### src/rtl/ysyx_23060236_rd_arbiter_pkg.sv
// rtl/ysyx_23060236_rd_arbiter_pkg.sv - shared encodings and constants for the read-channel arbiter
package ysyx_23060236_rd_arbiter_pkg;

    typedef enum logic [1:0] {
        ST_IDLE = 2'd0,
        ST_ADDR = 2'd1,
        ST_DATA = 2'd2
    } state_e;

    typedef enum logic {
        GNT_IFU = 1'b0,
        GNT_LSU = 1'b1
    } grant_e;

    // IFU always fetches full 32-bit words; LSU loads are always single INCR beats.
    localparam logic [2:0] IFU_ARSIZE = 3'b010;
    localparam logic [1:0] BURST_INCR = 2'b01;

endpackage

### src/rtl/ysyx_23060236_arb_pick.sv
// rtl/ysyx_23060236_arb_pick.sv - winner select between IFU and LSU; ARB_ROUND_ROBIN_EN selects round-robin ties
module ysyx_23060236_arb_pick
    import ysyx_23060236_rd_arbiter_pkg::*;
(
    input  logic   ifu_req_i,
    input  logic   lsu_req_i,
`ifdef ARB_ROUND_ROBIN_EN
    input  grant_e last_grant_i,
`endif
    output logic   valid_o,
    output grant_e grant_o
);

    // A lone requester always wins; only a tie consults the tie-break rule.
    always_comb begin
        valid_o = ifu_req_i | lsu_req_i;
        grant_o = GNT_LSU;
        if (ifu_req_i && lsu_req_i) begin
`ifdef ARB_ROUND_ROBIN_EN
            grant_o = (last_grant_i == GNT_IFU) ? GNT_LSU : GNT_IFU;
`else
            grant_o = GNT_LSU;
`endif
        end else if (ifu_req_i) begin
            grant_o = GNT_IFU;
        end
    end

endmodule

### src/rtl/ysyx_23060236_rd_arbiter.sv
// rtl/ysyx_23060236_rd_arbiter.sv - AXI4 read-port arbiter between IFU bursts and LSU loads; ARB_ROUND_ROBIN_EN enables round-robin ties
module ysyx_23060236_rd_arbiter
    import ysyx_23060236_rd_arbiter_pkg::*;
#(
    parameter int ADDR_W = 32,
    parameter int DATA_W = 32
) (
    input  logic              clock,
    input  logic              reset,

    input  logic              ifu_arvalid,
    output logic              ifu_arready,
    input  logic [ADDR_W-1:0] ifu_araddr,
    input  logic [7:0]        ifu_arlen,
    input  logic [1:0]        ifu_arburst,
    output logic              ifu_rvalid,
    input  logic              ifu_rready,
    output logic [DATA_W-1:0] ifu_rdata,
    output logic [1:0]        ifu_rresp,
    output logic              ifu_rlast,

    input  logic              lsu_arvalid,
    output logic              lsu_arready,
    input  logic [ADDR_W-1:0] lsu_araddr,
    input  logic [2:0]        lsu_arsize,
    output logic              lsu_rvalid,
    input  logic              lsu_rready,
    output logic [DATA_W-1:0] lsu_rdata,
    output logic [1:0]        lsu_rresp,

    output logic              m_arvalid,
    input  logic              m_arready,
    output logic [ADDR_W-1:0] m_araddr,
    output logic [7:0]        m_arlen,
    output logic [2:0]        m_arsize,
    output logic [1:0]        m_arburst,
    input  logic              m_rvalid,
    output logic              m_rready,
    input  logic [DATA_W-1:0] m_rdata,
    input  logic [1:0]        m_rresp,
    input  logic              m_rlast,

    output logic              arb_err
);

    state_e              state_q;
    grant_e              grant_q;
    logic [ADDR_W-1:0]   addr_q;
    logic [7:0]          len_q;
    logic [2:0]          size_q;
    logic [1:0]          burst_q;
    logic [7:0]          cnt_q;
    logic                err_q;
    logic                arvalid_q;

    logic                pick_valid;
    grant_e              pick_grant;
    logic                in_idle;
    logic                in_data;
    logic                r_hs;

`ifdef ARB_ROUND_ROBIN_EN
    grant_e              last_grant_q;
`endif

    ysyx_23060236_arb_pick u_pick (
        .ifu_req_i    (ifu_arvalid),
        .lsu_req_i    (lsu_arvalid),
`ifdef ARB_ROUND_ROBIN_EN
        .last_grant_i (last_grant_q),
`endif
        .valid_o      (pick_valid),
        .grant_o      (pick_grant)
    );

    assign in_idle = (state_q == ST_IDLE);
    assign in_data = (state_q == ST_DATA);

    // The grant is offered in the same IDLE cycle the request is seen; reset
    // masks it so nothing is accepted while reset is held.
    assign ifu_arready = in_idle && !reset && pick_valid && (pick_grant == GNT_IFU);
    assign lsu_arready = in_idle && !reset && pick_valid && (pick_grant == GNT_LSU);

    assign m_arvalid = arvalid_q;
    assign m_araddr  = addr_q;
    assign m_arlen   = len_q;
    assign m_arsize  = size_q;
    assign m_arburst = burst_q;

    // R channel is a pure pass-through steered by the latched grant.
    assign m_rready   = in_data && ((grant_q == GNT_LSU) ? lsu_rready : ifu_rready);
    assign ifu_rvalid = in_data && (grant_q == GNT_IFU) && m_rvalid;
    assign lsu_rvalid = in_data && (grant_q == GNT_LSU) && m_rvalid;
    assign ifu_rdata  = m_rdata;
    assign lsu_rdata  = m_rdata;
    assign ifu_rresp  = m_rresp;
    assign lsu_rresp  = m_rresp;
    assign ifu_rlast  = ifu_rvalid && m_rlast;

    assign r_hs    = in_data && m_rvalid && m_rready;
    assign arb_err = err_q;

    // Arbiter FSM: latch the winner's AR fields, issue AR, then count R beats until rlast.
    always_ff @(posedge clock or posedge reset) begin
        if (reset) begin
            state_q      <= ST_IDLE;
            grant_q      <= GNT_LSU;
            addr_q       <= '0;
            len_q        <= '0;
            size_q       <= '0;
            burst_q      <= '0;
            cnt_q        <= '0;
            err_q        <= 1'b0;
            arvalid_q    <= 1'b0;
`ifdef ARB_ROUND_ROBIN_EN
            last_grant_q <= GNT_LSU;
`endif
        end else begin
            case (state_q)
                ST_IDLE: begin
                    if (pick_valid) begin
                        grant_q   <= pick_grant;
                        cnt_q     <= '0;
                        arvalid_q <= 1'b1;
                        state_q   <= ST_ADDR;
`ifdef ARB_ROUND_ROBIN_EN
                        last_grant_q <= pick_grant;
`endif
                        if (pick_grant == GNT_LSU) begin
                            addr_q  <= lsu_araddr;
                            len_q   <= 8'd0;
                            size_q  <= lsu_arsize;
                            burst_q <= BURST_INCR;
                        end else begin
                            addr_q  <= ifu_araddr;
                            len_q   <= ifu_arlen;
                            size_q  <= IFU_ARSIZE;
                            burst_q <= ifu_arburst;
                        end
                    end
                end
                ST_ADDR: begin
                    if (m_arready) begin
                        arvalid_q <= 1'b0;
                        state_q   <= ST_DATA;
                    end
                end
                ST_DATA: begin
                    if (r_hs) begin
                        cnt_q <= cnt_q + 8'd1;
                        if (m_rlast) begin
                            state_q <= ST_IDLE;
                            // cnt_q is the index of the beat just taken; the last must be index len.
                            if (cnt_q != len_q) begin
                                err_q <= 1'b1;
                            end
                        end else if (cnt_q == len_q) begin
                            // Final expected beat came without rlast; keep waiting for it.
                            err_q <= 1'b1;
                        end
                    end
                end
                default: begin
                    state_q <= ST_IDLE;
                end
            endcase
        end
    end

endmodule
### config.mk
export PLATFORM = sky130hd
export DESIGN_NAME = ysyx_23060236_rd_arbiter
export DESIGN_NICKNAME = d
export VERILOG_FILES = /design/src/rtl/ysyx_23060236_rd_arbiter_pkg.sv /design/src/rtl/ysyx_23060236_arb_pick.sv /design/src/rtl/ysyx_23060236_rd_arbiter.sv
export SDC_FILE = /design/constraint.sdc
export NUM_CORES = 1
export LEC_CHECK = 0
export CAP_MARGIN = 20
export CORE_MARGIN = 8
export CORE_UTILIZATION = 35
export DETAILED_ROUTE_END_ITERATION = 10
export GPL_TIMING_DRIVEN = 0
export PLACE_DENSITY = 0.82
export REMOVE_ABC_BUFFERS = 1
export SKIP_LAST_GASP = 1
export SLEW_MARGIN = 30
export SYNTH_ARGS = -nofsm -noshare
export SYNTH_HDL_FRONTEND = slang
export SYNTH_SLANG_ARGS = --single-unit
export TNS_END_PERCENT = 10
### constraint.sdc
create_clock -name clock -period 2 [get_ports clock]
set_input_delay 0.3 -clock clock [delete_from_list [all_inputs] [get_ports clock]]
set_output_delay 0.3 -clock clock [all_outputs]
set_load 0.05 [all_outputs]
==> out/results.ini <==
[die]
die_h_um = 113
rows = 35
core_area_um2 = 9150
io_pins = 241
chipWidth_um = 113
start_util_pct = 35.7
die_area_um2 = 12700

[global_route]
grt_util_all_layers_pct = 17.7
grt_first_pass_wirelength_um = 16700
use_met3_pct = 16.7
overflow = 0
met1_usage_pct = 19.9
grt-busiest-layer = met2
grt_pass1_vias = 2783
antenna_found_initial = 0
met2_usage_pct = 22.8
grt_max_degree = 33

[cts]
holdBufCountCts = 0
cts_tree = done
clk_pin_slew_ns = 0.07
cts_root_buf = clkbuf_8
clock-sinks = 58
clockBufferDepth = 2
insertion_delay_ns = 0.33
cts.htree.levels = 3
numCtsBuffers = 9

[power_and_ir_drop]
clockPowerShare_pct = 16.4
p_leak_uw = 0.00199
power_frac_seq_pct = 28.1
cell_internal_pwr_uw = 3860
sw_frac_of_total_pct = 46.8
p_comb_share_pct = 55.5
power_uw = 7250
ir_drop_v = 0.000830
cellPowerDensity_nw_per_um2 = 1600
switchingPower_uw = 3400

[worst_setup_path]
cp.required_ns = 1.70
startpoint_type = flop
crit_fanout = 12
reg2regPathDepth = 4
critPathLaunch = state_q[1]
r2r-start = state_q[0]
cp_data_arrival_time_ns = 1.71
critPathKind = reg2out
r2r_end = cnt_q[5]
end_kind = primary output
r2r_setup_slack_ns = 0.28

[logic_synthesis]
synth.distinct_cells = 35
syn_inst = 325
yosys_warnings = 0
synth.cells.most_frequent = buf_4 (68), dfrtp_1 (57), nand2_1 (47), mux2i_1 (35), o21ai_1 (30)
synth_top_area_share_pct = 43.7
syn_area_um2 = 3260
yosysSeqAreaShare_pct = 44.5
synth_most_common_cell = buf_4
ys.flop_type = dfrtp_1
synth_enable_flop_cells = 0
yosysTopAreaCell = dfrtp_1
post_synth.cell_area_avg_um2 = 10.0
ys_ff_latch = 58
synthTopCellsByArea = dfrtp_1 (44%), buf_4 (16%), mux2i_1 (11%)
async_reset_ff_share_pct = 100

[timing]
hold_viol = 0
max_freq_mhz = 497
setup_viol = 1
tightestPinTransition_ns = 0.645
layout_setup_ws_ns = -0.0117
maxSlewHeadroom_pct = 56.8
min_period_over_period_pct = 101
fin_skew_ns = 0.00915
rsz0062_at_grt = true
final_max_slew_viol_count = 0
hold_ws_ns = 0.389
period_minus_slack_ns = 2.01

[routing]
drc = 0
vias_per_cell = 4.93
ant_nets = 0
wirelength_um = 11100
drt_iter0_markers = 59
wl_per_cell_um = 21.7
num_vias = 2524
drt_pre_antenna_iters = 4

[finish]
layout-drive-gt1-share_pct = 8.98
diodes = 0
nNetsFinal = 517
area_growth_pct = 38.8
fin_area_um2 = 4530
num-fill-cells = 830
final_core_util_pct = 49.5

[run]
maxCapViolCount = 0

[placement]
port_buffers = 138
postPlaceCellArea_um2 = 4300
dp_slack_ns = -0.954
hpwl_um = 9320
place.gp.congestion = 0.767

[run_status]
failed_checks = setup timing
status = finished with violations

[hold_path]
hp-class = in2async

critical path, cell delays in order, from the launching register on:
cell,delay [ns]
dfrtp_2,0.50
nor2_4,0.25
nand2_1,0.12
nor2_1,0.13
clkdlybuf4s15_2,0.39
power groups by stage:
stage	combinational (uW)	sequential [uW]	clock (uW)
after floorplan	978	3560	0
after global placement	3900	2020	0
after detailed placement	4070	2050	0
after CTS	4070	2050	1230
after global routing	4260	2110	1300
final	4030	2040	1190
how the worst max path moves through the flow:
stage,end,slack [ns],cells past startpoint
finish,lsu_arready,-0.01,4
global route,lsu_arready,-0.13,4
CTS,lsu_arready,-0.04,4
detailed placement,ifu_arready,-0.95,5
global placement,ifu_arready,-3.21,5
floorplan,ifu_arready,-1.66,3
metrics by stage:
step / TNS, ns / std cells
final: -0.0117 / 512
after global placement: -160.93 / 491
after global routing: -0.360 / 512
after floorplan: -44.72 / 242
after detailed placement: -8.92 / 495
after CTS: -0.0860 / 512
cell type report:
cell class | count | area, um^2 | area share (%)
repair buffers | 143 | 1490 | 32.8
flip-flops and latches | 58 | 1450 | 32.1
multi-input cells | 181 | 1220 | 26.9
clock buffers | 11 | 141 | 3.12
well taps | 111 | 139 | 3.07
clock inverters | 5 | 77.6 | 1.71
inverters | 3 | 13.8 | 0.304
sequential cells by signal (all words and copies together) (netlist names):
name       cells
m_araddr      32
m_arsize       3
grant_q        1
m_arburst      2
m_arvalid      1
m_arlen        8
state_q        2
arb_err        1
cnt_q          8
layout by cell type (no fill, tap or decap), drive strengths merged, types with 2 or more instances in the layout:
master,netlist,final
clkdlybuf4s50,0,132
dfrtp,57,57
nand2,47,47
mux2i,35,35
o21ai,35,35
clkbuf,6,12
nor2,11,11
a22o,10,10
xor2,9,9
buf,77,6
a211o,5,5
and4b,4,4
clkdlybuf4s15,0,4
and2,3,3
inv,3,3
nor4,2,2
nand3,2,2
nor3,2,2
a32o,2,2
and3,2,2
o22a,2,2
clkinv,0,2
bufinv,0,2
timing repair:
item | 4_1_cts | 5_1_grt
buffers inserted | 1 | 0
resized for setup | 18 | 4
endpoints found under the setup margin | 6 | 6
per-layer routing:
metal	part of all wire, %	routed length, um
met1	41	4580
met2	39	4370
met3	18	2040
met4	0.51	57
met5	0.77	86
cells by family after synthesis:
family / after synthesis / share of synthesized area [%]
mux: 36 / 11.1
buf+inv: 86 / 18.8
compound gates: 57 / 11.4
simple gates: 78 / 11.4
xor+xnor: 9 / 2.42
flops: 58 / 44.5
fa+ha+maj: 1 / 0.383
Note: power is estimated with default switching activity, not from simulation.
